<file path="src/rtl/instr_word_encoder_pkg.sv">
// Shared constants and types for the instruction word encoder.
// Opcode and funct values match the single-cycle control decoder.
package instr_word_encoder_pkg;

  localparam logic [5:0] OPC_RTYPE = 6'h00;
  localparam logic [5:0] OPC_ADDI  = 6'h08;
  localparam logic [5:0] OPC_LW    = 6'h23;
  localparam logic [5:0] OPC_SW    = 6'h2B;
  localparam logic [5:0] OPC_BEQ   = 6'h04;

  localparam logic [5:0] FUNCT_ADD = 6'h20;
  localparam logic [5:0] FUNCT_SUB = 6'h22;
  localparam logic [5:0] FUNCT_AND = 6'h24;
  localparam logic [5:0] FUNCT_OR  = 6'h25;
  localparam logic [5:0] FUNCT_SLT = 6'h2A;

  typedef enum logic [3:0] {
    REQ_ADD  = 4'd0,
    REQ_SUB  = 4'd1,
    REQ_AND  = 4'd2,
    REQ_OR   = 4'd3,
    REQ_SLT  = 4'd4,
    REQ_ADDI = 4'd5,
    REQ_LW   = 4'd6,
    REQ_SW   = 4'd7,
    REQ_BEQ  = 4'd8
  } req_op_e;

  typedef enum logic [1:0] {
    ST_IDLE = 2'd0,
    ST_RUN  = 2'd1,
    ST_DONE = 2'd2
  } state_e;

endpackage

</file>
<file path="src/rtl/instr_word_encoder_if.sv">
// Request handshake and instruction-memory write bus of the encoder.
// The slave modport is the encoder's view; master is the requester/memory side.
interface instr_word_encoder_if #(
  parameter int ADDR_W = 8
);

  logic              req_valid;
  logic              req_ready;
  logic [3:0]        req_op;
  logic [4:0]        req_rs;
  logic [4:0]        req_rt;
  logic [4:0]        req_rd;
  logic [15:0]       req_imm;
  logic              wr_en;
  logic [ADDR_W-1:0] wr_addr;
  logic [31:0]       wr_data;

  modport slave (
    input  req_valid, req_op, req_rs, req_rt, req_rd, req_imm,
    output req_ready, wr_en, wr_addr, wr_data
  );

  modport master (
    output req_valid, req_op, req_rs, req_rt, req_rd, req_imm,
    input  req_ready, wr_en, wr_addr, wr_data
  );

endinterface

</file>
<file path="src/rtl/instr_word_encoder_instr_pack.sv">
// Combinational packer: symbolic request fields to a 32-bit MIPS word.
// Ops outside the nine-instruction subset flag illegal and yield a zero word.
module instr_pack
  import instr_word_encoder_pkg::*;
(
  input  logic [3:0]  op,
  input  logic [4:0]  rs,
  input  logic [4:0]  rt,
  input  logic [4:0]  rd,
  input  logic [15:0] imm,
  output logic [31:0] word,
  output logic        illegal
);

  always_comb begin
    word    = '0;
    illegal = 1'b0;
    case (req_op_e'(op))
      REQ_ADD:  word = {OPC_RTYPE, rs, rt, rd, 5'd0, FUNCT_ADD};
      REQ_SUB:  word = {OPC_RTYPE, rs, rt, rd, 5'd0, FUNCT_SUB};
      REQ_AND:  word = {OPC_RTYPE, rs, rt, rd, 5'd0, FUNCT_AND};
      REQ_OR:   word = {OPC_RTYPE, rs, rt, rd, 5'd0, FUNCT_OR};
      REQ_SLT:  word = {OPC_RTYPE, rs, rt, rd, 5'd0, FUNCT_SLT};
      REQ_ADDI: word = {OPC_ADDI, rs, rt, imm};
      REQ_LW:   word = {OPC_LW, rs, rt, imm};
      REQ_SW:   word = {OPC_SW, rs, rt, imm};
      REQ_BEQ:  word = {OPC_BEQ, rs, rt, imm};
      default:  illegal = 1'b1;
    endcase
  end

endmodule

</file>
<file path="src/rtl/instr_word_encoder.sv">
// Program loader: accepts instruction requests, encodes them and writes
// them to consecutive instruction-memory addresses starting at 0.
module instr_word_encoder
  import instr_word_encoder_pkg::*;
#(
  parameter int ADDR_W = 8,
  parameter int DEPTH  = 256
) (
  input  logic                 clk,
  input  logic                 rst,
  input  logic                 start,
  input  logic                 finish,
  instr_word_encoder_if.slave  bus,
  output logic                 done,
  output logic [ADDR_W:0]      prog_len,
  output logic                 err_illegal
);

  localparam logic [ADDR_W:0] LAST_ADDR = (ADDR_W + 1)'(DEPTH - 1);
  localparam logic [ADDR_W:0] CNT_ONE   = (ADDR_W + 1)'(1);

  state_e            state, state_next;
  logic [ADDR_W:0]   cnt;
  logic              wr_en_q;
  logic [ADDR_W-1:0] wr_addr_q;
  logic [31:0]       wr_data_q;
  logic              err_q;
  logic [31:0]       packed_word;
  logic              packed_illegal;
  logic              accept;

  instr_pack u_pack (
    .op      (bus.req_op),
    .rs      (bus.req_rs),
    .rt      (bus.req_rt),
    .rd      (bus.req_rd),
    .imm     (bus.req_imm),
    .word    (packed_word),
    .illegal (packed_illegal)
  );

  assign accept = bus.req_valid && bus.req_ready;

  // start beats finish; a legal accept at the last address closes the program
  always_comb begin
    state_next    = state;
    bus.req_ready = 1'b0;
    case (state)
      ST_IDLE: begin
        if (start) state_next = ST_RUN;
      end
      ST_RUN: begin
        bus.req_ready = 1'b1;
        if (start)
          state_next = ST_RUN;
        else if (finish)
          state_next = ST_DONE;
        else if (accept && !packed_illegal && cnt == LAST_ADDR)
          state_next = ST_DONE;
      end
      ST_DONE: begin
        if (start) state_next = ST_RUN;
      end
      default: state_next = ST_IDLE;
    endcase
  end

  // A restart discards any request handshaken in the same cycle
  always_ff @(posedge clk) begin
    if (rst) begin
      state     <= ST_IDLE;
      cnt       <= '0;
      wr_en_q   <= 1'b0;
      wr_addr_q <= '0;
      wr_data_q <= '0;
      err_q     <= 1'b0;
    end else begin
      state   <= state_next;
      wr_en_q <= 1'b0;
      if (start) begin
        cnt   <= '0;
        err_q <= 1'b0;
      end else if (accept) begin
        if (packed_illegal) begin
          err_q <= 1'b1;
        end else begin
          wr_en_q   <= 1'b1;
          wr_addr_q <= cnt[ADDR_W-1:0];
          wr_data_q <= packed_word;
          cnt       <= cnt + CNT_ONE;
        end
      end
    end
  end

  // done waits out the final write strobe when DONE was entered with one pending
  assign done        = (state == ST_DONE) && !wr_en_q;
  assign prog_len    = cnt;
  assign err_illegal = err_q;
  assign bus.wr_en   = wr_en_q;
  assign bus.wr_addr = wr_addr_q;
  assign bus.wr_data = wr_data_q;

endmodule
</file>
<file path="src/flat_wrapper.sv">
// flat-port wrapper written by rule: the top's interface ports become plain ports
module instr_word_encoder_flat import instr_word_encoder_pkg::*;
#(
  parameter int ADDR_W = 8,
  parameter int DEPTH  = 256
)
  (clk, rst, start, finish, done, prog_len, err_illegal, bus_req_valid, bus_req_op, bus_req_rs, bus_req_rt, bus_req_rd, bus_req_imm, bus_req_ready, bus_wr_en, bus_wr_addr, bus_wr_data);
  instr_word_encoder_if #(.ADDR_W(ADDR_W)) bus_i ();
  input  logic clk;
  input  logic rst;
  input  logic start;
  input  logic finish;
  output logic done;
  output logic [ADDR_W:0] prog_len;
  output logic err_illegal;
  input wire logic [$bits(bus_i.req_valid)-1:0] bus_req_valid;
  input wire logic [$bits(bus_i.req_op)-1:0] bus_req_op;
  input wire logic [$bits(bus_i.req_rs)-1:0] bus_req_rs;
  input wire logic [$bits(bus_i.req_rt)-1:0] bus_req_rt;
  input wire logic [$bits(bus_i.req_rd)-1:0] bus_req_rd;
  input wire logic [$bits(bus_i.req_imm)-1:0] bus_req_imm;
  output wire logic [$bits(bus_i.req_ready)-1:0] bus_req_ready;
  output wire logic [$bits(bus_i.wr_en)-1:0] bus_wr_en;
  output wire logic [$bits(bus_i.wr_addr)-1:0] bus_wr_addr;
  output wire logic [$bits(bus_i.wr_data)-1:0] bus_wr_data;
  assign bus_i.req_valid = bus_req_valid;
  assign bus_i.req_op = bus_req_op;
  assign bus_i.req_rs = bus_req_rs;
  assign bus_i.req_rt = bus_req_rt;
  assign bus_i.req_rd = bus_req_rd;
  assign bus_i.req_imm = bus_req_imm;
  assign bus_req_ready = bus_i.req_ready;
  assign bus_wr_en = bus_i.wr_en;
  assign bus_wr_addr = bus_i.wr_addr;
  assign bus_wr_data = bus_i.wr_data;
  instr_word_encoder #(.ADDR_W(ADDR_W), .DEPTH(DEPTH)) u_core (.clk(clk), .rst(rst), .start(start), .finish(finish), .bus(bus_i), .done(done), .prog_len(prog_len), .err_illegal(err_illegal));
endmodule
</file>
<file path="config.mk">
export PLATFORM = sky130hd
export DESIGN_NAME = instr_word_encoder_flat
export DESIGN_NICKNAME = d
export VERILOG_FILES = /design/src/rtl/instr_word_encoder_pkg.sv /design/src/rtl/instr_word_encoder_if.sv /design/src/rtl/instr_word_encoder_instr_pack.sv /design/src/rtl/instr_word_encoder.sv /design/src/flat_wrapper.sv
export SDC_FILE = /design/constraint.sdc
export NUM_CORES = 1
export LEC_CHECK = 0
export CAP_MARGIN = 20
export CORE_MARGIN = 3
export CORE_UTILIZATION = 43
export DETAILED_ROUTE_END_ITERATION = 6
export PLACE_DENSITY = 0.8
export SLEW_MARGIN = 5
export SYNTH_ARGS = -nofsm -noshare
export SYNTH_HDL_FRONTEND = slang
export SYNTH_SLANG_ARGS = --single-unit
</file>
<file path="constraint.sdc">
create_clock -name clk -period 2 [get_ports clk]
set_input_delay 0.4 -clock clk [delete_from_list [all_inputs] [get_ports clk]]
set_output_delay 0.4 -clock clk [all_outputs]
set_load 0.01 [all_outputs]
</file>
==> results of run 1 <==
==> power groups by stage <==
stage          combinational, mW  sequential (mW)  clock, mW
4_1_cts                    0.284             1.02      0.638
6_report                   0.284             1.02      0.624
5_1_grt                    0.308             1.02      0.679
3_5_place_dp               0.281             1.04          0
2_1_floorplan              0.129             1.05          0
3_3_place_gp               0.278             1.04          0
==> how the worst max path moves through the flow <==
stage / start / to / slack (ns) / cells past startpoint
6_report: u_core.state[0] / bus_req_ready / 0.09 / 2
4_1_cts: u_core.state[0] / bus_req_ready / 0.07 / 2
2_1_floorplan: bus_req_op[2] / u_core.bus.wr_data[10] / 0.27 / 7
3_3_place_gp: bus_req_op[0] / u_core.bus.wr_data[6] / -0.15 / 7
3_5_place_dp: bus_req_op[0] / u_core.bus.wr_data[4] / -0.19 / 7
5_1_grt: u_core.state[0] / bus_req_ready / 0.01 / 2
==> flip-flops by register name, summed over array words and instances (netlist names) <==
signal	cells
u_core.state	2
u_core.bus.wr_en	1
u_core.err_illegal	1
u_core.bus.wr_data	29
u_core.prog_len	9
u_core.bus.wr_addr	8
==> synthesized netlist by cell type, drive strengths merged (2+ instances only) <==
master | number | area share
xnor2 | 7 | 0.027
or2 | 2 | 0.0054
a31oi | 12 | 0.033
ha | 2 | 0.011
and3 | 2 | 0.0054
nor3 | 5 | 0.016
o22a | 5 | 0.019
buf | 14 | 0.055
nor4b | 2 | 0.0076
dfxtp | 50 | 0.44
a21o | 2 | 0.0065
a311oi | 3 | 0.011
clkbuf | 9 | 0.015
nor2b | 13 | 0.035
a21oi | 30 | 0.065
nand2 | 55 | 0.090
o21ai | 7 | 0.015
inv | 4 | 0.0065
nor2 | 23 | 0.038
nand3 | 14 | 0.031
a211oi | 7 | 0.032
nor4 | 3 | 0.0082
==> tightest hold or removal path, cell delays in order, from the launching register on <==
cell and delay, ns:
sky130_fd_sc_hd__dfxtp_1 0.32, sky130_fd_sc_hd__nand2_1 0.05, sky130_fd_sc_hd__a21oi_1 0.05
==> layer usage <==
metal,wire [um],global-route usage,up-vias
met2,2910,0.323,67
met5,0,0,-
met1,2720,0.254,1055
li1,-,-,1153
met4,14,0.0361,0
met3,405,0.0510,2
==> cells by family after synthesis <==
kind of cell / after synthesis / share of synthesized area
multiplexers: 1 / 0.00436
XOR/XNOR: 7 / 0.0267
AND/OR/NAND/NOR: 124 / 0.251
adder cells (fa/ha/maj): 2 / 0.0109
flip-flops: 50 / 0.436
AO/OA/AOI/OAI: 69 / 0.193
buffers and inverters: 27 / 0.0763
other: 1 / 0.00163
==> timing repair <==
| action | 4_1_cts | 5_1_grt |
|---|---|---|
| endpoints found under the setup margin | 0 | 7 |
| resized for setup | 0 | 1 |
| hold buffers | 0 | 0 |
==> layout make-up <==
| type | instances | area [sq um] | area share |
|---|---|---|---|
| clock inverter | 2 | 16.3 | 0.00479 |
| sequential | 50 | 1000 | 0.295 |
| clock buffer | 6 | 82.6 | 0.0243 |
| tap | 67 | 83.8 | 0.0247 |
| timing repair buffer | 111 | 1070 | 0.316 |
| inverter | 4 | 15.0 | 0.00442 |
| multi-input combinational | 204 | 1130 | 0.331 |
==> metrics list, run 1 <==
* Tmin final: approximately 1.9 ns
- Flops & latches, synth: 50
- The share of total power dissipated in combinational logic is 0.147.
- Number of DRC markers in iteration 0: approximately 100
* Post-synth cell types: 37
- Placed Area: 3290 sq um
- The share of the Yosys chip area taken by registers is 0.436.
- Starting density of the core: 0.465
* Highest Clock Rate: between 500 and 600 MHz
* Post-synth top flop: sky130_fd_sc_hd__dfxtp_1
- Worst Min Path Start: u_core.bus.wr_data[19]
* TritonCTS clock tree: built
- Of the total power, the clock network draws 0.324.
- GRT Residual Overflow: 0
- Cell Count Post-Placement: around 440
- Async SR Flop Fraction: 0
- GRT Total Usage: 0.194
- The finished layout holds around 440 standard cells, fillers aside.
- Setup slack on the critical path of the routed design comes to about 0.086 ns.
- Final-layout worst hold slack: around 0.46 ns
- After clock tree synthesis, the clock-pin slew on the worst setup and hold paths is ~0.09 ns.
- The first global-routing pass estimated around 10000 um of wire.
- Setup repair after global routing left no endpoint under its margin.
- The repair_antennas step left the layout with diodes totalling 0.
- The initial antenna violation count came to 0.
* CP top delay family: buffers and inverters
- Number of CTS-inserted buffers: 5
- Capture instance of the worst register-to-register path: u_core.bus.wr_data[1]
- Net switching power: roughly 0.48 mW
* Final std cell area, no fill: between 3000 and 4000 sq um
- The internal portion of the total power is 1.45 mW.
- Max-slew violation count: 0
- Count of endpoints failing hold in the final timing report: 0
* Count of buffers from port buffering: 91
- The library cells used most frequently in the layout, excluding fill and tap cells, are sky130_fd_sc_hd__clkdlybuf4s50_1 (91), sky130_fd_sc_hd__nand2_1 (55), sky130_fd_sc_hd__dfxtp_1 (50), sky130_fd_sc_hd__a21oi_1 (30), sky130_fd_sc_hd__nor2_1 (23).
* Detailed Routing Iterations Pass 1: 4
- Summing over every cut layer, the via total after detailed routing is between 2,000 and 2,500.
- Count of warnings emitted by yosys: 0
- Leakage power summed over all cells: 1.15 nW
- Together, buffers and inverters on the worst path number 1.
* Half-perimeter wire length of the detailed placement result: between 4000 and 5000 um
- On the worst path, the slowest cell contributes a delay of roughly 0.59 ns.
* Net count, final: between 400 and 500
- The via count of the first global-routing pass was 2,152.
- Worst slack at placement: -0.193 ns
- The library cell used most frequently in the layout, excluding fill and tap cells, is sky130_fd_sc_hd__clkdlybuf4s50_1.
- Syn nets: 323
- Critical path, cell by cell: nor2b_1 > clkdlybuf4s50_1
* Average routed wire per standard cell: roughly 14 um
- Measured along the x axis, the die boundary spans roughly 80 um.
- Peak ir drop on the vdd network: roughly 0.34 mV
- In the final layout, the share of cells above drive strength 1 is 0.0955.
- Counting flops with a built-in enable in the synthesized netlist gives 0.
* Crit path DAT: between 1.5 and 2 ns
* Switching portion of total power: 0.247
- Worst-path cell with the longest stage delay: sky130_fd_sc_hd__clkdlybuf4s50_1
- Fillers: about 440
* CTS sink count: 50
- Final period utilization: 0.957
- The worst hold path passes through 2 cells.
* ANT nets after route: 0
- CTS max path bufs: 2
- Final number of setup-violating endpoints: 0
- The worst hold path belongs to the class reg -> reg.
* End of the worst hold path: u_core.bus.wr_data[19]
* Layout area overhead: 48.0%
* WP data required: between 1.5 and 2 ns
- Sum Neg Setup Slack: 0 ns
* Total wire length: between 6000 and 7000 um
- The setup path with the least slack is of type reg -> out.
* Synthesized instance count: 281
* CP startpoint kind: flop
- The die covers ~6300 sq um.
- Depth of the worst register-to-register path: 6
- After detailed routing, the number of remaining DRC violations is 0.
- Gp weighted congestion: approximately 0.88
- Core Footprint: a little under 5000 sq um
- The run finished with clean final reports.
- Mean Syn Cell Area: between 8 and 9 sq um
- Worst Setup End Kind: primary output
- Height of the chip: 79.1 um
* Final core utilization: 0.688
- In this run the post-CTS setup repair buffer count came out at 0.
* Total of max-cap violations: 0
- After synthesis the cells add up to between 2000 and 2500 sq um.
* Num ports: 93
- Total chip power: about 1.9 mW
* Insertion delay of the later-clocked pin in the worst-skew pair: ~0.30 ns
- R2r startpoint: u_core.state[1]
- Top fanout value on the critical path: 5
* Depth of the CTS H-tree: 2
- The share of total power dissipated in sequential elements is 0.529.
- Across the routed clock network, the largest skew measured is 0.00732 ns.
* Worst reg2reg setup slack: between 0.4 and 0.5 ns
- The floorplan has 25 rows.
* Pin count of the biggest net entering global routing: 33
* Power Dens Cells: approximately 570 nW/um^2
- Dividing the detail-routed via count by the number of cells gives 5.13.
- Clk Tree Root Cell: sky130_fd_sc_hd__clkbuf_8
(Power assumes the default switching activity.)
==> run 2, diff against run 1 <==
- CORE_MARGIN: 3 -> default
==> run 2 against run 1 <==
Effect of this change:
- clock power rose by 17%
- core utilization decreased by 2.1 points
- critical path depth is 1 higher
- setup slack better by 0.040 ns
- non-clock buffer count unchanged
- critical path type unchanged
- highest routed layer unchanged
==> metrics list, run 2 (synthesized netlist as in run 1, its figures left out) <==
* Core Rows: 26 (+4.0%)
* Critical path, cell by cell: nand2b_1 > nor2_1 > clkdlybuf4s50_1
- The number of flip-flops in the largest register is 29 (unchanged).
* Crit path DAT: 1.47 ns (-0.04 ns)
- Fillers: 466 (+6.6%)
* Pin count of the biggest net entering global routing: 28 (-15%)
* Crit path depth: 3 (+1)
* CP top delay family: buffers and inverters
* WP data required: 1.60 ns (about the same)
* Total wire length: 5790 um (-4.3%)
- CP startpoint kind: flop
- Count of endpoints failing hold in the final timing report: 0 (unchanged)
- In the layout the commonest cells are sky130_fd_sc_hd__clkdlybuf4s50_1 (90), sky130_fd_sc_hd__nand2_1 (55), sky130_fd_sc_hd__dfxtp_1 (50), sky130_fd_sc_hd__a21oi_1 (30), sky130_fd_sc_hd__nor2_1 (23).
* Number of diodes added for antenna fixing: 0 (unchanged)
- The leftover overflow at the end of global routing is 0 (unchanged).
- Cell Count Post-Placement: 439 (+0.69%)
- Average routed wire per standard cell: 12.9 um (-5.0%)
* Top fanout value on the critical path: 5 (unchanged)
- The placer congestion estimate was 0.893 (+1.7%).
* Num ports: 93 (unchanged)
- GRT Total Usage: 0.209 (+0.0152)
* Total chip power: 2.04 mW (+5.7%)
- The clock skew after layout came to 0.00484 ns (-0.00248 ns).
- Die ar.: 5640 sq um (-9.9%)
- Final-layout worst hold slack: 0.450 ns (-0.00698 ns)
- Crit path to: done
- Number of global-route vias before repair: 2,027 (-5.8%)
- ANT nets after route: 0 (unchanged)
- The number of cells traversed by the worst register-to-register path came to 6 (unchanged).
- Clock transition time at the flip-flop clock pins of the worst setup and hold paths: 0.10 ns (about the same)
- Capture instance of the worst register-to-register path: u_core.bus.wr_data[1]
- The hold-critical path depth is 2 (unchanged).
- Core Footprint: 5140 sq um (+4.0%)
* Max-slew violation count: 0 (unchanged)
* Total of max-cap violations: 0 (unchanged)
- Horizontal die dimension: 75.1 um (-5.1%)
* Antenna violations before repair: 0 (unchanged)
- The depth of the CTS H-tree was 2 (unchanged).
- The worst hold path belongs to the class in -> reg.
- Clock share of power: 0.360 (+0.036)
- Net switching power: 0.488 mW (+2.8%)
* Height of the chip: 75.1 um (-5.1%)
- The count of buffers from port buffering came to 91 (unchanged).
- Post-layout instance count excluding filler cells: 447 (+0.68%)
* Number of DRC markers in iteration 0: 157 (+52%)
* Half-perimeter wire length of the detailed placement result: 4190 um (-5.1%)
* Peak ir drop on the vdd network: 0.401 mV (+18%)
- The highest attainable clock frequency was 534 MHz (+2.2%).
* Buffering stage count on the worst path with inverters included: 1 (unchanged)
* Internal power consumption: 1.55 mW (+6.7%)
- The hold-fix buffer count after cts was 0 (unchanged).
- The per-cell via count in the routed design was 5.10 (-0.50%).
* Final period utilization: 0.937 (-0.0202)
- Detailed Routing Iterations Pass 1: 4 (unchanged)
- Most frequent standard cell in the layout excluding fill and tap cells: sky130_fd_sc_hd__clkdlybuf4s50_1
- CTS max path bufs: 2 (unchanged)
* Number of CTS-inserted buffers: 5 (unchanged)
- Worst-path cell with the longest stage delay: sky130_fd_sc_hd__clkdlybuf4s50_1
- The total clock sinks was 50 (unchanged).
- Fraction of final layout cells sized beyond drive strength 1: 0.0981 (+0.00265)
* Part of the power in registers: 0.500 (-0.029)
- Worst reg2reg setup slack: 0.43 ns (-0.03 ns)
* Power Dens Cells: 595 nW/um^2 (+4.9%)
* Global-route wire length before repair: 9140 um (-8.6%)
- The worst setup path is captured at a primary output.
- DRC Markers: 0 (unchanged)
- The area growth from synthesis to layout is 49.2%.
- Unrepaired setup endpoints after global routing: false
- The total number of vias was 2,281 (+0.18%).
* Net count, final: 418 (unchanged)
* Starting density of the core: 0.447 (-0.0179)
- CTS placed an instance of sky130_fd_sc_hd__clkbuf_8 at the clock tree root.
* Critical path class: reg -> out
- Comb power frac: 0.140 (-0.007)
* Sum Neg Setup Slack: 0 ns (unchanged)
- The proportion of total power due to net switching was 0.240 (-0.00691).
- The critical path's largest stage delay was 0.54 ns (-0.05 ns).
- Final number of setup-violating endpoints: 0 (unchanged)
- The worst register-to-register path begins at u_core.state[1].
* Insertion delay of the later-clocked pin in the worst-skew pair: 0.30 ns (about the same)
- Tmin final: 1.87 ns (-0.0404 ns)
- Timing startpoint of the critical path: u_core.state[0]
* Leakage power summed over all cells: 1.15 nW (+0.84%)
- The run finished with clean final reports.
* TritonCTS clock tree: built
-- run 2: metal layers --
metal,up-vias,routed length [um],GRT usage
met5,-,0,0
met4,0,21,0.0461
met3,2,375,0.0375
met2,83,2780,0.351
met1,1038,2610,0.280
li1,1158,-,-
-- run 2: power groups by stage --
| stage | sequential, mW | clock (mW) | combinational, mW |
|---|---|---|---|
| floorplan | 1.05 | 0 | 0.129 |
| global placement | 1.04 | 0 | 0.279 |
| detailed placement | 1.04 | 0 | 0.283 |
| CTS | 1.02 | 0.760 | 0.284 |
| finish | 1.02 | 0.733 | 0.286 |
| global route | 1.02 | 0.789 | 0.309 |
-- run 2: worst min path at each step --
stage / startpoint / slack (ns) / to
after floorplan: u_core.bus.wr_data[10] / 0.48 / u_core.bus.wr_data[10]
after global placement: u_core.bus.wr_data[29] / 0.44 / u_core.bus.wr_data[29]
after detailed placement: u_core.bus.wr_data[4] / 0.44 / u_core.bus.wr_data[4]
after CTS: rst / 0.44 / u_core.bus.wr_data[20]
after global routing: rst / 0.45 / u_core.bus.wr_addr[2]
final: rst / 0.45 / u_core.bus.wr_data[20]
-- run 2: per-stage QoR --
step	area, sq um	worst slack, ns	utilization
after floorplan	2300	0.272	-
after global routing	3420	0.0416	0.666
after CTS	3420	0.0624	0.666
after global placement	3300	-0.106	0.643
after detailed placement	3300	-0.193	0.643
final	3420	0.126	0.666
-- run 2: what timing repair did --
action / in CTS / in global routing
setup buffers: 0 / 0
gates resized for setup: 0 / 1
endpoints found under the setup margin: 0 / 2
-- run 2: final cells by class --
cell class | instances | area [sq um] | share of cell area
clock buffers | 5 | 68.8 | 0.0201
clock inverters | 3 | 48.8 | 0.0142
inverters | 4 | 15.0 | 0.00438
multi-input cells | 204 | 1120 | 0.328
flip-flops and latches | 50 | 1000 | 0.292
well taps | 70 | 87.6 | 0.0256
repair buffers | 111 | 1080 | 0.316
